===== config.mk =====
export PLATFORM = sky130hd
export DESIGN_NAME = ddr3_emif_arbiter
export DESIGN_NICKNAME = d
export VERILOG_FILES = /design/src/rtl/ddr3_emif_arbiter.sv
export SDC_FILE = /design/constraint.sdc
export NUM_CORES = 1
export LEC_CHECK = 0
export CELL_PAD_IN_SITES_DETAIL_PLACEMENT = 1
export CELL_PAD_IN_SITES_GLOBAL_PLACEMENT = 1
export CORE_AREA = 2 2 463 465
export DETAILED_ROUTE_END_ITERATION = 8
export DIE_AREA = 0 0 465 467
export PLACE_DENSITY = 0.3
export SLEW_MARGIN = 10
export SYNTH_ARGS = -nofsm -noshare
export SYNTH_HDL_FRONTEND = slang
export SYNTH_SLANG_ARGS = --single-unit

===== constraint.sdc =====
create_clock -name ddr3_emif_clk -period 3.4 [get_ports ddr3_emif_clk]
set_input_delay 0.68 -clock ddr3_emif_clk [delete_from_list [all_inputs] [get_ports ddr3_emif_clk]]
set_output_delay 0.68 -clock ddr3_emif_clk [all_outputs]
set_load 0.02 [all_outputs]

===== src/rtl/ddr3_emif_arbiter.sv =====
`default_nettype none
// ============================================================================
// Module   : ddr3_emif_arbiter
// Brief    : Two-port arbiter in front of the DDR3 EMIF Avalon-MM port.
//            Port 0 (pattern fetch, read only) has priority. Port 1
//            (loader/host, read and write) has an anti-starvation guarantee.
//            Write bursts hold the grant until the last beat. Read bursts are
//            tagged with their owner so return beats reach the right port.
// Revision : 1.0 - initial release
// ============================================================================
module ddr3_emif_arbiter #(
  parameter int ADDR_W     = 22,
  parameter int DATA_W     = 256,
  parameter int BURST_W    = 5,
  parameter int TAG_DEPTH  = 8,
  parameter int MAX_STARVE = 16
) (
  input  logic                  ddr3_emif_clk,
  input  logic                  ddr3_emif_rst_n,
  input  logic                  m0_read,
  input  logic [ADDR_W-1:0]     m0_addr,
  input  logic [BURST_W-1:0]    m0_burst,
  output logic                  m0_ready,
  output logic                  m0_rddata_valid,
  input  logic                  m1_read,
  input  logic                  m1_write,
  input  logic [ADDR_W-1:0]     m1_addr,
  input  logic [BURST_W-1:0]    m1_burst,
  input  logic [DATA_W-1:0]     m1_wdata,
  input  logic [DATA_W/8-1:0]   m1_be,
  output logic                  m1_ready,
  output logic                  m1_rddata_valid,
  output logic [DATA_W-1:0]     m_rddata,
  input  logic                  ddr3_emif_ready,
  output logic                  ddr3_emif_read,
  output logic                  ddr3_emif_write,
  output logic [ADDR_W-1:0]     ddr3_emif_addr,
  output logic [BURST_W-1:0]    ddr3_emif_burst_count,
  output logic [DATA_W-1:0]     ddr3_emif_write_data,
  output logic [DATA_W/8-1:0]   ddr3_emif_byte_enable,
  input  logic [DATA_W-1:0]     ddr3_emif_read_data,
  input  logic                  ddr3_emif_rddata_valid
);

  localparam int                 c_PTR_W   = $clog2(TAG_DEPTH) + 1;
  localparam int                 c_STV_W   = $clog2(MAX_STARVE + 1);
  localparam logic [c_STV_W-1:0] c_STV_MAX = c_STV_W'(MAX_STARVE);
  localparam logic [c_STV_W-1:0] c_STV_ONE = c_STV_W'(1);
  localparam logic [BURST_W-1:0] c_ONE     = BURST_W'(1);

  typedef enum logic [0:0] {
    ARB     = 1'b0,
    WR_LOCK = 1'b1
  } state_t;

  state_t               r_state;
  state_t               w_state_nxt;

  logic [c_PTR_W-1:0]   r_wptr;
  logic [c_PTR_W-1:0]   r_rptr;
  logic                 r_tag_owner [TAG_DEPTH];
  logic [BURST_W-1:0]   r_tag_burst [TAG_DEPTH];
  logic [BURST_W-1:0]   r_ret_cnt;
  logic [BURST_W-1:0]   r_beat_cnt;
  logic [BURST_W-1:0]   r_wr_burst;
  logic [ADDR_W-1:0]    r_wr_addr;
  logic [c_STV_W-1:0]   r_starve;
  logic                 r_err_orphan;

  logic                 w_tag_empty;
  logic                 w_tag_full;
  logic [BURST_W-1:0]   w_m0_burst;
  logic [BURST_W-1:0]   w_m1_burst;
  logic                 w_m0_elig;
  logic                 w_m1_req;
  logic                 w_m1_elig;
  logic                 w_gnt0;
  logic                 w_gnt1;
  logic                 w_m0_acc;
  logic                 w_m1_acc;
  logic                 w_push;
  logic                 w_head_owner;
  logic [BURST_W-1:0]   w_head_burst;
  logic                 w_ret_hit;
  logic                 w_ret_last;

  // Tag FIFO status uses the extra pointer bit to tell full from empty.
  assign w_tag_empty  = (r_wptr == r_rptr);
  assign w_tag_full   = (r_wptr[c_PTR_W-1] != r_rptr[c_PTR_W-1]) &&
                        (r_wptr[c_PTR_W-2:0] == r_rptr[c_PTR_W-2:0]);
  assign w_head_owner = r_tag_owner[r_rptr[c_PTR_W-2:0]];
  assign w_head_burst = r_tag_burst[r_rptr[c_PTR_W-2:0]];

  // A burstcount of zero behaves as a single beat.
  assign w_m0_burst = (m0_burst == '0) ? c_ONE : m0_burst;
  assign w_m1_burst = (m1_burst == '0) ? c_ONE : m1_burst;

  // Reads cannot be issued without a free tag slot; writes need none.
  assign w_m0_elig = m0_read && !w_tag_full;
  assign w_m1_req  = m1_read || m1_write;
  assign w_m1_elig = m1_write || (m1_read && !w_tag_full);

  assign w_m0_acc  = w_gnt0 && ddr3_emif_ready;
  assign w_m1_acc  = w_gnt1 && ddr3_emif_ready;
  assign w_push    = ddr3_emif_read && ddr3_emif_ready;

  // Return beats are only meaningful while a burst is outstanding.
  assign w_ret_hit  = ddr3_emif_rddata_valid && !w_tag_empty;
  assign w_ret_last = w_ret_hit && (r_ret_cnt == (w_head_burst - c_ONE));

  assign m0_rddata_valid = w_ret_hit && !w_head_owner;
  assign m1_rddata_valid = w_ret_hit &&  w_head_owner;
  assign m_rddata        = ddr3_emif_read_data;

  // State register for the arbitration / write-lock FSM.
  always_ff @(posedge ddr3_emif_clk or negedge ddr3_emif_rst_n) begin
    if (!ddr3_emif_rst_n) r_state <= ARB;
    else                  r_state <= w_state_nxt;
  end

  // Grant selection, next state and the combinational command mux.
  always_comb begin
    w_state_nxt           = r_state;
    w_gnt0                = 1'b0;
    w_gnt1                = 1'b0;
    if (ddr3_emif_rst_n) begin
      case (r_state)
        ARB: begin
          if ((r_starve == c_STV_MAX) && w_m1_elig) w_gnt1 = 1'b1;
          else if (w_m0_elig)                       w_gnt0 = 1'b1;
          else if (w_m1_elig)                       w_gnt1 = 1'b1;
          if (w_gnt1 && m1_write && ddr3_emif_ready && (w_m1_burst != c_ONE))
            w_state_nxt = WR_LOCK;
        end
        WR_LOCK: begin
          w_gnt1 = m1_write;
          if (m1_write && ddr3_emif_ready && (r_beat_cnt == c_ONE))
            w_state_nxt = ARB;
        end
        default: w_state_nxt = ARB;
      endcase
    end
    ddr3_emif_read        = w_gnt0 || (w_gnt1 && m1_read);
    ddr3_emif_write       = w_gnt1 && m1_write;
    m0_ready              = w_gnt0 && ddr3_emif_ready;
    m1_ready              = w_gnt1 && ddr3_emif_ready;
    ddr3_emif_write_data  = m1_wdata;
    ddr3_emif_byte_enable = m1_be;
    if (w_gnt0) begin
      ddr3_emif_addr        = m0_addr;
      ddr3_emif_burst_count = w_m0_burst;
    end else if (r_state == WR_LOCK) begin
      ddr3_emif_addr        = r_wr_addr;
      ddr3_emif_burst_count = r_wr_burst;
    end else begin
      ddr3_emif_addr        = m1_addr;
      ddr3_emif_burst_count = w_m1_burst;
    end
  end

  // Write-burst bookkeeping: latch first-beat addr/burst, count remaining beats.
  always_ff @(posedge ddr3_emif_clk or negedge ddr3_emif_rst_n) begin
    if (!ddr3_emif_rst_n) begin
      r_beat_cnt <= '0;
      r_wr_burst <= '0;
      r_wr_addr  <= '0;
    end else if (w_m1_acc && m1_write) begin
      if (r_state == ARB) begin
        r_beat_cnt <= w_m1_burst - c_ONE;
        r_wr_burst <= w_m1_burst;
        r_wr_addr  <= m1_addr;
      end else begin
        r_beat_cnt <= r_beat_cnt - c_ONE;
      end
    end
  end

  // Starvation counter: counts port-0 wins while port 1 waits.
  always_ff @(posedge ddr3_emif_clk or negedge ddr3_emif_rst_n) begin
    if (!ddr3_emif_rst_n)                     r_starve <= '0;
    else if (!w_m1_req || w_m1_acc)           r_starve <= '0;
    else if (w_m0_acc && (r_starve != c_STV_MAX)) r_starve <= r_starve + c_STV_ONE;
  end

  // Tag FIFO pointers, return-beat counter and the sticky orphan flag.
  always_ff @(posedge ddr3_emif_clk or negedge ddr3_emif_rst_n) begin
    if (!ddr3_emif_rst_n) begin
      r_wptr       <= '0;
      r_rptr       <= '0;
      r_ret_cnt    <= '0;
      r_err_orphan <= 1'b0;
    end else begin
      if (w_push) r_wptr <= r_wptr + c_PTR_W'(1);
      if (w_ret_last) begin
        r_rptr    <= r_rptr + c_PTR_W'(1);
        r_ret_cnt <= '0;
      end else if (w_ret_hit) begin
        r_ret_cnt <= r_ret_cnt + c_ONE;
      end
      if (ddr3_emif_rddata_valid && w_tag_empty) r_err_orphan <= 1'b1;
    end
  end

  // Tag FIFO storage; contents are qualified by the pointers.
  always_ff @(posedge ddr3_emif_clk) begin
    if (w_push) begin
      r_tag_owner[r_wptr[c_PTR_W-2:0]] <= w_gnt1;
      r_tag_burst[r_wptr[c_PTR_W-2:0]] <= ddr3_emif_burst_count;
    end
  end

endmodule
`default_nettype wire

Word-level counts from Yosys, hierarchy flattened
Memories as Yosys holds them, arrays and structs flattened.
Index checks and enable logic that the tools add are counted.
Cells by class
  mux-type cells: 27
  shift-type cells: 0
  add/subtract/negate cells: 7
  bitwise gates (word level): 1
  divide/modulo/power cells: 0
  multipliers: 0
  $lt $le $gt $ge: 0
  reductions and logical operators: 32
  equal/unequal tests: 8
Operators with widths (number)
  5-bit two-way mux: 9
  22-bit two-way mux: 2
  1-bit logical AND: 20
  5-bit by 1-bit subtractor with 5-bit output, second input constant: 3
  1-bit two-way mux: 14
  5-bit by 1-bit adder with 5-bit output, second input constant: 2
  5-bit zero test: 2
  4-bit by 1-bit adder with 4-bit output, second input constant: 2
  5-bit by 1-bit equality test with 1-bit output, second input constant: 1
  5-bit equality test: 1
  5-bit equality test, second input constant: 1
  5-bit by 1-bit inequality test with 1-bit output, second input constant: 1
  5-bit inequality test, second input constant: 1
  4-bit equality test: 1
  1-bit zero test: 4
  1-bit logical OR: 4
  1-bit one-hot mux with 2 select lines: 2
  2-bit nonzero test: 2
  3-bit equality test: 1
  1-bit inequality test: 1
  1-bit inverter: 1
Word-level totals
  bits in writable memories: 48
  memory bits (read-only): 0
  input bits: 605
  memories: 2
  output and inout port bits: 577
  logic and storage cells: 85
  register bits: 51
  latch bits: 0
Memory list
  r_tag_burst: words 8, bits a word 5, read ports 1, clocked after memory_dff 0, write ports 1, line 62  | logic [BURST_W-1:0] r_tag_burst [TAG_DEPTH];
  r_tag_owner: words 8, bits a word 1, read ports 1, clocked after memory_dff 0, write ports 1, line 61  | logic r_tag_owner [TAG_DEPTH];

Longest topological paths before layout
Gate-level depths: netlist of the first run.
  depth after elaboration: 17
  gate-level depth with buffers: 12
  mapped depth without buffers: 9

Least setup slack after synthesis of the first run
OpenSTA, ideal clock, no wires.
  path type: reg2out
  start: register r_wptr[0]
  end: output port ddr3_emif_burst_count[1]
  data arrival time: 2.424 ns
  stages on the path, launching flop included: 8
  setup slack: 0.296 ns
  buffers on the path: 3
  required time: 2.720 ns
  cells stage by stage: dfrtp_1 -> buf_2 -> xor2_1 -> o41a_1 -> and2_1 -> clkbuf_1 -> clkbuf_1 -> o21ai_0
On the way
  longest elaborated chain between the ends: 10
  elaborated cells between the ends (all ways): 12
  classes of those cells: 1 x eq/ne; 5 x mux; 6 x reduce/logical
RTL lines
  start: declaration: line 59  | logic [c_PTR_W-1:0] r_wptr;
  start signal: assignment: line 193  | if (w_push) r_wptr <= r_wptr + c_PTR_W'(1);
  3-bit equality test *: line 90  | (r_wptr[c_PTR_W-2:0] == r_rptr[c_PTR_W-2:0]);
  1-bit logical AND *: line 89  | assign w_tag_full = (r_wptr[c_PTR_W-1] != r_rptr[c_PTR_W-1]) &&
  1-bit zero test *: line 99, 101
  1-bit logical AND: line 101  | assign w_m1_elig = m1_write || (m1_read && !w_tag_full);
  1-bit logical OR: line 101
  1-bit logical AND: line 129  | if ((r_starve == c_STV_MAX) && w_m1_elig) w_gnt1 = 1'b1;
  1-bit two-way mux *: line 129
  1-bit two-way mux *: line 127  | case (r_state)
  1-bit two-way mux *: line 126  | if (ddr3_emif_rst_n) begin
  5-bit two-way mux *: line 149  | if (w_gnt0) begin
  end: declaration: line 38  | output logic [BURST_W-1:0] ddr3_emif_burst_count,
Every way passes the cells marked *; elsewhere a longest branch is shown, timed or not.

Final worst setup path of the first run
  start: input port m1_write
  end: output port ddr3_emif_burst_count[0]
On the way
  longest elaborated chain between the ends: 6
RTL lines
  start: declaration: line 26  | input logic m1_write,
  1-bit logical OR: line 101
  1-bit logical AND: line 129
  1-bit two-way mux: line 129
  1-bit two-way mux: line 127
  1-bit two-way mux: line 126
  5-bit two-way mux: line 149
Every way passes these cells.

==> metrics.yaml, run 1 <==
route:
  drt_iter0_drc: 196
  wl_mm: 91.4
  via_count: 4884
  vias_per_cell: 1.45
  drc: 0
  firstDrtPassIters: 4
  wire_per_inst_um: 27.1
  ant_nets: 0
sta:
  maxSlewViolCount: 0
  fin_crit_ps: 3280
  setup_slack_ps: 116
  max_freq_ghz: 0.305
  finalSetupTns_ps: 0
  worst_pin_slew_ps: 882
  finalCritPeriodShare: 0.966
  max_slew_margin: 0.412
  skew_ps: 24.9
  rsz0062_at_grt: "yes"
  finalSetupViolCount: 0
  hold_violations: 0
synthesis:
  syn-num-nets: 1586
  synth_warnings: 0
  syn_area_per_cell_um2: 9.49
  synth_top_area_share: 0.445
  synth-edff-count: 48
  synthCells: 971
  synth_area_leaders: "buf_4, edfxtp_1, dfrtp_1"
  netlist_top_cells_count: "buf_4, dfrtp_1, edfxtp_1"
  ys_async_sr_fraction: 0.515
  dominantRegCellSynth: "dfrtp_1"
  synth_area_um2: 9220
  ys_types: 47
  yosysTopAreaCell: "buf_4"
  seq_area_frac_synth: 0.295
  synth_seq_cells: 99
  yosysMostFrequentCell: "buf_4"
setup_path:
  required_ps: 2720
  cp.arrival_ps: 2600
  worstSetupPathType: "input port to output port"
  start_kind: "input port"
  critPathMaxFanout: 7
  crit_path_end_kind: "output port"
flow_run:
  maxCapViolCount: 0
worst_hold_path:
  hp-class: "input port to asynchronous set/reset pin"
global_route:
  grtUsageTotal: 0.0806
  grt_antenna_before_repair: 0
  grt_pass1_wl_mm: 103
  grt.overflow.total: 0
  grt_max_degree: 56
  grt_pass1_vias: 5368
finish:
  antenna_cells: 0
  design_area_um2: 10200
  fin_cells: 3378
  multi_input_area_um2: 2290
  area_delta_synth_final_pct: 10.5
  finalNetCount: 1167
  seq_area_um2: 2720
  fill_cells: 25056
  drive_gt1_frac: 0.197
floorplanning:
  die_h_um: 467
  io_pins: 1182
  start_util: 0.0436
  rows: 169
  die_w_um: 465
  die-area_um2: 217000
  core_um2: 212000
clock_network:
  clock-sinks: 99
  root_buffer: "clkbuf_16"
  cts_tree: "built"
  htreeDepth: 3
  cts_setup_buffers: 0
  clk_latency_ps: 420
  clk_path_buf_depth: 2
  numCtsBuffers: 9
  clkTransAtPathRegs_ps: 100
pwr:
  leakage_nw: 2.85
  pwr-share-seq: 0.322
  p_per_area_nw_per_um2: 563
  switching_power_w: 0.00241
  pwr-share-comb: 0.468
  internal_power_w: 0.00332
  switching_share: 0.421
  peakVddDrop_mv: 0.224
  pwr-share-clk: 0.210
placement:
  dpl_cell_area_um2: 9890
  numPortBuffers: 93
  place_ws_ps: -233
  hpwl_mm: 83.9
  dp.cells: 3362
  gp_congestion: 0.689
outcome:
  outcome: "finished, final reports clean"
## cell usage in the layout, fill, tap and decap left out, types with 10 or more instances in the layout
master           count
a21oi_1             10
buf_4               46
clkdlybuf4s50_1     59
dfrtp_1             50
dlygate4sd2_1       22
edfxtp_1            48
ha_1                10
mux2_2              19
mux2i_1             36
nand2_1             38
nor2_1              26
o21ai_0             31
xor2_1              18
## sequential cells by signal, indices dropped and copies added, names as in the netlist
name         count
r_tag_owner      8
r_rptr           4
r_wr_burst       5
r_beat_cnt       5
r_state          1
r_ret_cnt        5
r_wptr           4
r_starve         5
r_tag_burst     40
r_wr_addr       22
## critical path: stages
cell and delay (ps):
clkdlybuf4s50_1 460, buf_4 140, nor2_1 60, o211a_1 210
and2_2 240, buf_12 150, buf_4 150, o21ai_1 280
buf_4 210
## per-layer routing
layer,global-route usage,wire length (um),up-vias
li1,-,-,1802
met1,0.0332,13300,2022
met2,0.119,38900,827
met3,0.149,35700,219
met4,0.0277,3050,14
met5,0.0171,540,-
## power by group through the flow
stage	logic (W)	registers, W	clock network, W
2_1_floorplan	0.00255	0.00179	0
3_3_place_gp	0.00285	0.00187	0
3_5_place_dp	0.00287	0.00188	0
4_1_cts	0.00279	0.00186	0.00133
5_1_grt	0.00294	0.00189	0.00134
6_report	0.00268	0.00185	0.00121
## layout make-up
type	instances	share of cell area
sequential	99	0.267
multi-input combinational	297	0.225
inverter	9	0.00332
tap	2821	0.347
clock inverter	7	0.00872
clock buffer	9	0.0221
timing repair buffer	136	0.128
## per-stage QoR
| stage | total power [W] | hold slack [ps] | utilization |
|---|---|---|---|
| 2_1_floorplan | 0.00434 | 384 | - |
| 5_1_grt | 0.00617 | 514 | 0.0481 |
| 3_3_place_gp | 0.00472 | 470 | 0.0467 |
| 6_report | 0.00573 | 497 | 0.0481 |
| 4_1_cts | 0.00597 | 501 | 0.0481 |
| 3_5_place_dp | 0.00475 | 481 | 0.0467 |
## cells by family (layout without fill, tap and decap cells)
family | Yosys count | count (layout) | share of synthesized area
fa+ha+maj | 10 | 10 | 0.0136
simple gates | 109 | 109 | 0.0558
compound gates | 77 | 77 | 0.0520
buf+inv | 575 | 161 | 0.458
flops | 99 | 99 | 0.295
mux | 76 | 76 | 0.102
xor+xnor | 25 | 25 | 0.0238
## path summary, 6_finish.rpt
| path | start | to | slack (ps) | depth (start not counted) |
|---|---|---|---|---|
| worst max-delay path | m1_write | ddr3_emif_burst_count[0] | 120 | 9 |
| worst min-delay path | ddr3_emif_rst_n | r_wptr[2] | 500 | 2 |
| worst max register to register | r_rptr[0] | r_rptr[1] | 410 | 10 |
| worst min register to register | r_wr_addr[1] | r_wr_addr[1] | 500 | 1 |
| max in group asynchronous | ddr3_emif_rst_n | r_state | 2280 | 2 |
| min in group ddr3_emif_clk | r_wr_addr[1] | r_wr_addr[1] | 500 | 1 |
## what timing repair did
item	in CTS	in global routing
endpoints found under the hold margin	0	0
endpoints found under the setup margin	25	6
hold buffers	0	0
gates resized for setup	25	3
Power figures use the tool's default switching activity.
==> run 2, diff against run 1 <==
--- a/config.mk
+++ b/config.mk
@@ -5,12 +5,14 @@
 export SDC_FILE = /design/constraint.sdc
 export NUM_CORES = 1
 export LEC_CHECK = 0
+export ABC_AREA = 1
 export CELL_PAD_IN_SITES_DETAIL_PLACEMENT = 1
 export CELL_PAD_IN_SITES_GLOBAL_PLACEMENT = 1
-export CORE_AREA = 2 2 463 465
+export CORE_AREA = 2 2 466 468
 export DETAILED_ROUTE_END_ITERATION = 8
-export DIE_AREA = 0 0 465 467
+export DIE_AREA = 0 0 468 470
 export PLACE_DENSITY = 0.3
+export SKIP_LAST_GASP = 1
 export SLEW_MARGIN = 10
 export SYNTH_ARGS = -nofsm -noshare
 export SYNTH_HDL_FRONTEND = slang
==> run 2 against run 1 <==
Core utilization is 0.22 points higher; critical path type is now flop to output port; worst hold slack got worse by 68 ps; largest power group unchanged; fmax grew 1.9%.
==> metrics.yaml, run 2 <==
route:
  drc: 0  # unchanged
  vias_per_cell: 1.69  # was 1.45
  firstDrtPassIters: 6  # was 4
  via_count: 6183  # was 4884
  drt_iter0_drc: 301  # was 196
  ant_nets: 0  # unchanged
  wl_mm: 100  # was 91.4 mm
  wire_per_inst_um: 27.4  # was 27.1 um
clock_network:
  clkTransAtPathRegs_ps: 80  # was 100 ps
  cts_tree: "built"  # unchanged
  htreeDepth: 3  # unchanged
  clock-sinks: 99  # unchanged
  holdBufCountCts: 0  # unchanged
  clk_path_buf_depth: 2  # unchanged
  cts_setup_buffers: 0  # unchanged
  root_buffer: "clkbuf_16"  # unchanged
  numCtsBuffers: 9  # unchanged
  clk_latency_ps: 390  # was 420 ps
finish:
  final_cell_mix: "nand2_1, inv_1, clkdlybuf4s50_1"  # was clkdlybuf4s50_1, dfrtp_1, edfxtp_1
  fill_cells: 25828  # was 25.1k
  fin_util: 0.0503  # was 0.0481
  drive_gt1_frac: 0.172  # was 0.197
  largest_reg_flops: 40  # unchanged
  design_area_um2: 10800  # was 10200 um^2
  layout_commonest_cell: "nand2_1"  # was clkdlybuf4s50_1
  finalNetCount: 1423  # was 1167
  area_delta_synth_final_pct: 9.48  # was 10.5%
  antenna_cells: 0  # unchanged
pwr:
  pwr-share-comb: 0.577  # was 0.468
  p_per_area_nw_per_um2: 630  # was 563 nW/um^2
  switching_share: 0.462  # was 0.421
  switching_power_w: 0.00316  # was 0.00241 W
  leakage_nw: 3.59  # was 2.85 nW
  peakVddDrop_mv: 0.250  # was 0.224 mV
  p_total_w: 0.00683  # was 0.00573 W
  pwr-share-clk: 0.155  # was 0.210
  pwr-share-seq: 0.269  # was 0.322
  internal_power_w: 0.00367  # was 0.00332 W
setup_path:
  r2r-start: "r_rptr[0]"  # unchanged
  slowest_delay_ps: 470  # was 460 ps
  required_ps: 2720  # about the same
  critPathMostFrequentCell: "nand2_2"  # was buf_4
  critPathLaunch: "r_wptr[0]"  # was m1_write
  worstSetupPathType: "flop to output port"  # was input port to output port
  crit_chain: "inv_1 > nand2_1 > nand2_1 > nand2_2 > nor2_4 > nand2_4 > nand2_2 > nor2_4 > nand2_2 > buf_12 > mux2_4 > dlygate4sd2_1"  # was clkdlybuf4s50_1 > buf_4 > nor2_1 > o211a_1 > and2_2 > buf_12 > buf_4 > o21ai_1 > buf_4
  critPathTopFamily: "buffers and inverters"  # unchanged
  cp.arrival_ps: 2540  # was 2600 ps
  crit_path_end_kind: "output port"  # unchanged
  start_kind: "flop"  # was input port
  crit_buf_inv: 3  # was 5
  cpMaxStageDelayCell: "dfrtp_1"  # was clkdlybuf4s50_1
  critPathMaxFanout: 20  # was 7
synthesis:
  synth_area_um2: 9910  # was 9220 um^2
  ys_async_sr_fraction: 0.515  # unchanged
  dominantRegCellSynth: "dfrtp_1"  # unchanged
  syn-num-nets: 1844  # was 1586
  ys_types: 35  # was 47
  syn_area_per_cell_um2: 8.06  # was 9.49 um^2
  synth_warnings: 0  # unchanged
  yosysMostFrequentCell: "buf_4"  # unchanged
  synth-edff-count: 48  # unchanged
  netlist_top_cells_count: "buf_4, nand2_1, inv_1"  # was buf_4, dfrtp_1, edfxtp_1
  synth_top_area_share: 0.417  # was 0.445
  yosysTopAreaCell: "buf_4"  # unchanged
  synthCells: 1229  # was 971
  synth_seq_cells: 99  # unchanged
  seq_area_frac_synth: 0.274  # was 0.295
  synth_area_leaders: "buf_4, edfxtp_1, dfrtp_1"  # unchanged
sta:
  finalSetupTns_ps: 0  # unchanged
  finalSetupViolCount: 0  # unchanged
  maxSlewViolCount: 0  # unchanged
  skew_ps: 23.2  # was 24.9 ps
  hold_ws_ps: 429  # was 497 ps
  worst_pin_slew_ps: 788  # was 882 ps
  rsz0062_at_grt: "no"  # was yes
  finalCritPeriodShare: 0.948  # was 0.966
  hold_violations: 0  # unchanged
  max_freq_ghz: 0.310  # was 0.305 GHz
  fin_crit_ps: 3220  # was 3280 ps
  max_slew_margin: 0.469  # was 0.412
global_route:
  grt.overflow.total: 0  # unchanged
  grt_max_degree: 51  # was 56
  grt_pass1_wl_mm: 114  # was 103 mm
  grt_pass1_vias: 6242  # was 5368
  grt_antenna_before_repair: 10  # was 0
  grtUsageTotal: 0.0874  # was 0.0806
placement:
  gp_congestion: 0.708  # was 0.689
  numPortBuffers: 93  # unchanged
  dpl_cell_area_um2: 10600  # was 9890 um^2
  hpwl_mm: 91.4  # was 83.9 mm
floorplanning:
  die-area_um2: 220000  # was 217000 um^2
  start_util: 0.0459  # was 0.0436
  die_w_um: 468  # was 465 um
  rows: 171  # was 169
  core_um2: 216000  # was 212000 um^2
  io_pins: 1182  # unchanged
  die_h_um: 470  # was 467 um
flow_run:
  maxCapViolCount: 0  # unchanged
worst_hold_path:
  hp-class: "input port to asynchronous set/reset pin"  # unchanged
outcome:
  outcome: "finished, final reports clean"  # unchanged
==> run 2: final timing paths <==
path / cells past startpoint / slack, ps / endpoint
max: 12 / 180 / ddr3_emif_addr[7]
min: 2 / 430 / r_wr_addr[20]
max reg2reg: 14 / 630 / r_ret_cnt[1]
min reg2reg: 2 / 490 / r_wr_burst[2]
max in group asynchronous: 3 / 2100 / r_wr_burst[3]
min in group ddr3_emif_clk: 2 / 490 / r_wr_burst[2]
==> run 2: logic make-up (layout without fill, tap and decap cells) <==
group / Yosys count / in the layout / synth area share
buf+inv: 666 / 250 / 0.467
simple gates: 336 / 336 / 0.147
flops: 99 / 99 / 0.274
compound gates: 80 / 80 / 0.0501
mux: 23 / 23 / 0.0349
xor+xnor: 15 / 15 / 0.0140
fa+ha+maj: 10 / 10 / 0.0126
==> run 2: metrics by stage <==
step	setup slack (ps)	instances
after floorplan	440	1229
after global placement	-82.2	3651
after detailed placement	-46.0	3651
after CTS	104	3667
after global routing	3.76	3667
final	178	3667
==> run 2: area by class of cell <==
cell class | count | area (um^2) | area share
Sequential cell | 99 | 2720 | 0.251
Multi-Input combinational cell | 464 | 2560 | 0.236
Inverter | 94 | 358 | 0.0330
Clock inverter | 4 | 28.8 | 0.00265
Clock buffer | 12 | 236 | 0.0218
Tap cell | 2854 | 3570 | 0.329
Timing Repair Buffer | 140 | 1380 | 0.127
==> run 2: power groups by stage <==
stage	registers [W]	logic [W]	clock network, W
after floorplan	0.00179	0.00330	0
after global placement	0.00187	0.00425	0
after detailed placement	0.00187	0.00424	0
after CTS	0.00184	0.00415	0.00115
after global routing	0.00188	0.00444	0.00116
final	0.00184	0.00394	0.00106
==> run 2: repair_timing <==
item	in CTS	in global routing
resized for setup	19	0
setup endpoints to repair	19	0
endpoints found under the hold margin	0	0
==> run 2: metal layers <==
metal / up-vias / global-route usage / share of wire
met3: 230 / 0.156 / 0.38
met4: 20 / 0.0298 / 0.036
met2: 878 / 0.118 / 0.38
met1: 2598 / 0.0481 / 0.19
li1: 2457 / - / -
met5: - / 0.0195 / 0.0043
==> edit, RTL diff (flow settings as in run 1) <==
Change the parameter `BURST_W` from 5 to 10.
--- a/src/rtl/ddr3_emif_arbiter.sv
+++ b/src/rtl/ddr3_emif_arbiter.sv
@@ -11,7 +11,7 @@
 module ddr3_emif_arbiter #(
   parameter int ADDR_W     = 22,
   parameter int DATA_W     = 256,
-  parameter int BURST_W    = 5,
+  parameter int BURST_W    = 10,
   parameter int TAG_DEPTH  = 8,
   parameter int MAX_STARVE = 16
 ) (
Interface: changed (resized ddr3_emif_burst_count, m0_burst and m1_burst); port bits go from 1182 to 1197. The function was not compared with the original's and may differ.
==> edit against run 1 <==
- power rose by 37%
- sequential cell count increased by 55
- global-route usage up 0.86 points
- synthesized cell count grew 27%
- synthesized area rose by 29%
- non-clock buffer count rose by 109
- cell area up 47%
- sequential share of layout area increased by 2.0 points
- combinational power rose by 13%
- routed wire length up 11%
- maximum frequency decreased by 2.4%
- highest routed layer unchanged
- setup slack got worse by 0.082 ns
==> edit: results (changes against run 1) <==
status=finished, final reports clean; CTS H-tree lvls=4 (+1); TritonCTS Buffers=17 (+8); Port Buf Inserts=108 (+16%); DP Wirelength=88,040 um (+5.0%); Filler cells=24.86k (-0.77%); Synth area leaders=buf_4, edfxtp_1, dfrtp_1; met3 Resource Use GR=0.1441 (-0.004760); Lkg Pwr=4.934 nW (+73%); Max IR drop VDD=0.2641 mV (+18%); Worst R2R End=r_rptr[1]$_DFFE_PN0P_; Setup Skew=0.01315 ns (-0.01175 ns); FFs w/ async S/R, synth=0.4286 (-0.08658); First DRT Iteration DRCs=279 (+42%); syn nets=1,858 (+17%); Max Freq=297.1 MHz (-2.4%); max FFs per register=80 (+100%); Setup WS pre-CTS=-0.5328 ns (-0.3003 ns); synth cell count leaders=buf_4, nand2_1, edfxtp_1; vias in the first global route=8,067 (+50%); crit path launch=r_rptr[1]$_DFFE_PN0P_; Worst EP arrival=2.69 ns (+0.09 ns); total number of vias=7,429 (+52%); largest net degree at the start of global routing=42 (-25%); number of synthesized flops with an enable pin=88 (+83%); layout cells sized above 1=0.3423 (+0.1448); Critical Path Fanout Max=5 (-2); Psw=2.780 mW (+15%); Setup crit end=ddr3_emif_burst_count[3]; GP Congestion=0.6485 (-5.9%); r2r setup slk=0.13 ns (-0.28 ns); met2 GRT Util=0.1192 (+0.0003157); met1 usage=0.06064 (+0.02744)
-- edit: changes by cell type in the layout (fill, tap and decap cells not counted), sizes merged, moves of 15 or more --
cell,run 1,this run
dlygate4sd2,22,4
buf,55,171
dfrtp,51,66
mux2,28,1
nand2,38,149
edfxtp,48,88
-- edit: worst min path at each step --
stage,startpoint,to,slack [ns],cells after the start
2_1_floorplan,ddr3_emif_rst_n,r_beat_cnt[0]$_DFFE_PN0P_,0.38,0
3_3_place_gp,r_wr_burst[4]$_DFFE_PN0P_,r_wr_burst[4]$_DFFE_PN0P_,0.46,2
3_5_place_dp,r_wr_burst[4]$_DFFE_PN0P_,r_wr_burst[4]$_DFFE_PN0P_,0.46,2
4_1_cts,ddr3_emif_rst_n,r_starve[2]$_DFFE_PN0P_,0.35,2
5_1_grt,ddr3_emif_rst_n,r_wr_burst[3]$_DFFE_PN0P_,0.36,2
6_report,ddr3_emif_rst_n,r_starve[2]$_DFFE_PN0P_,0.35,2
-- edit: cells by family (layout without fill, tap and decap cells) --
group,Yosys count,in the layout,synth area share
buf+inv,593,292,0.3607
simple gates,278,278,0.1082
flops,154,154,0.3607
compound gates,90,90,0.04488
mux,71,71,0.08777
xor+xnor,37,37,0.02722
fa+ha+maj,10,10,0.01051
-- edit: critical path, delay by kind of cell, from the launching register on --
family                    cells  cell delay [ns]
DFF                           1             0.43
buffers and inverters         6             0.95
xor gates and xnor gates      1             0.17
AOI/OAI and AO/OA             2             0.60
and+or+nand+nor               1             0.05
-- edit: layer usage --
layer | wire, um | part of all wire
met1 | 23970 | 0.24
met2 | 40400 | 0.40
met3 | 33870 | 0.33
met4 | 2568 | 0.025
met5 | 792 | 0.0078
-- edit: timing repair --
item,CTS,global route
buffers inserted,14,18
pin swaps,16,16
endpoints found under the setup margin,39,177
resized for setup,184,119
hold buffers,0,0
gates cloned,2,2
-- edit: layout make-up --
type | count | share of cell area
clock buffer | 17 | 0.02836
clock inverter | 15 | 0.01643
inverter | 15 | 0.003754
multi-input combinational | 486 | 0.2600
sequential | 154 | 0.2865
tap | 2821 | 0.2353
timing repair buffer | 245 | 0.1696
-- edit: metrics by stage --
step | power (mW) | std cells | setup TNS, ns | util
global route | 8.388 | 3753 | -0.5723 | 0.07086
floorplan | 4.727 | 1233 | 0 | -
CTS | 7.838 | 3739 | -1.354 | 0.06794
global placement | 5.403 | 3692 | -4.540 | 0.06327
detailed placement | 5.392 | 3692 | -3.997 | 0.06327
finish | 7.849 | 3753 | 0 | 0.07086
-- edit: power groups by stage --
stage | combinational, mW | sequential, mW | clock (mW)
finish | 3.02 | 2.57 | 2.27
global placement | 2.80 | 2.60 | 0
floorplan | 2.19 | 2.54 | 0
CTS | 2.88 | 2.57 | 2.39
global route | 3.32 | 2.61 | 2.46
detailed placement | 2.79 | 2.60 | 0
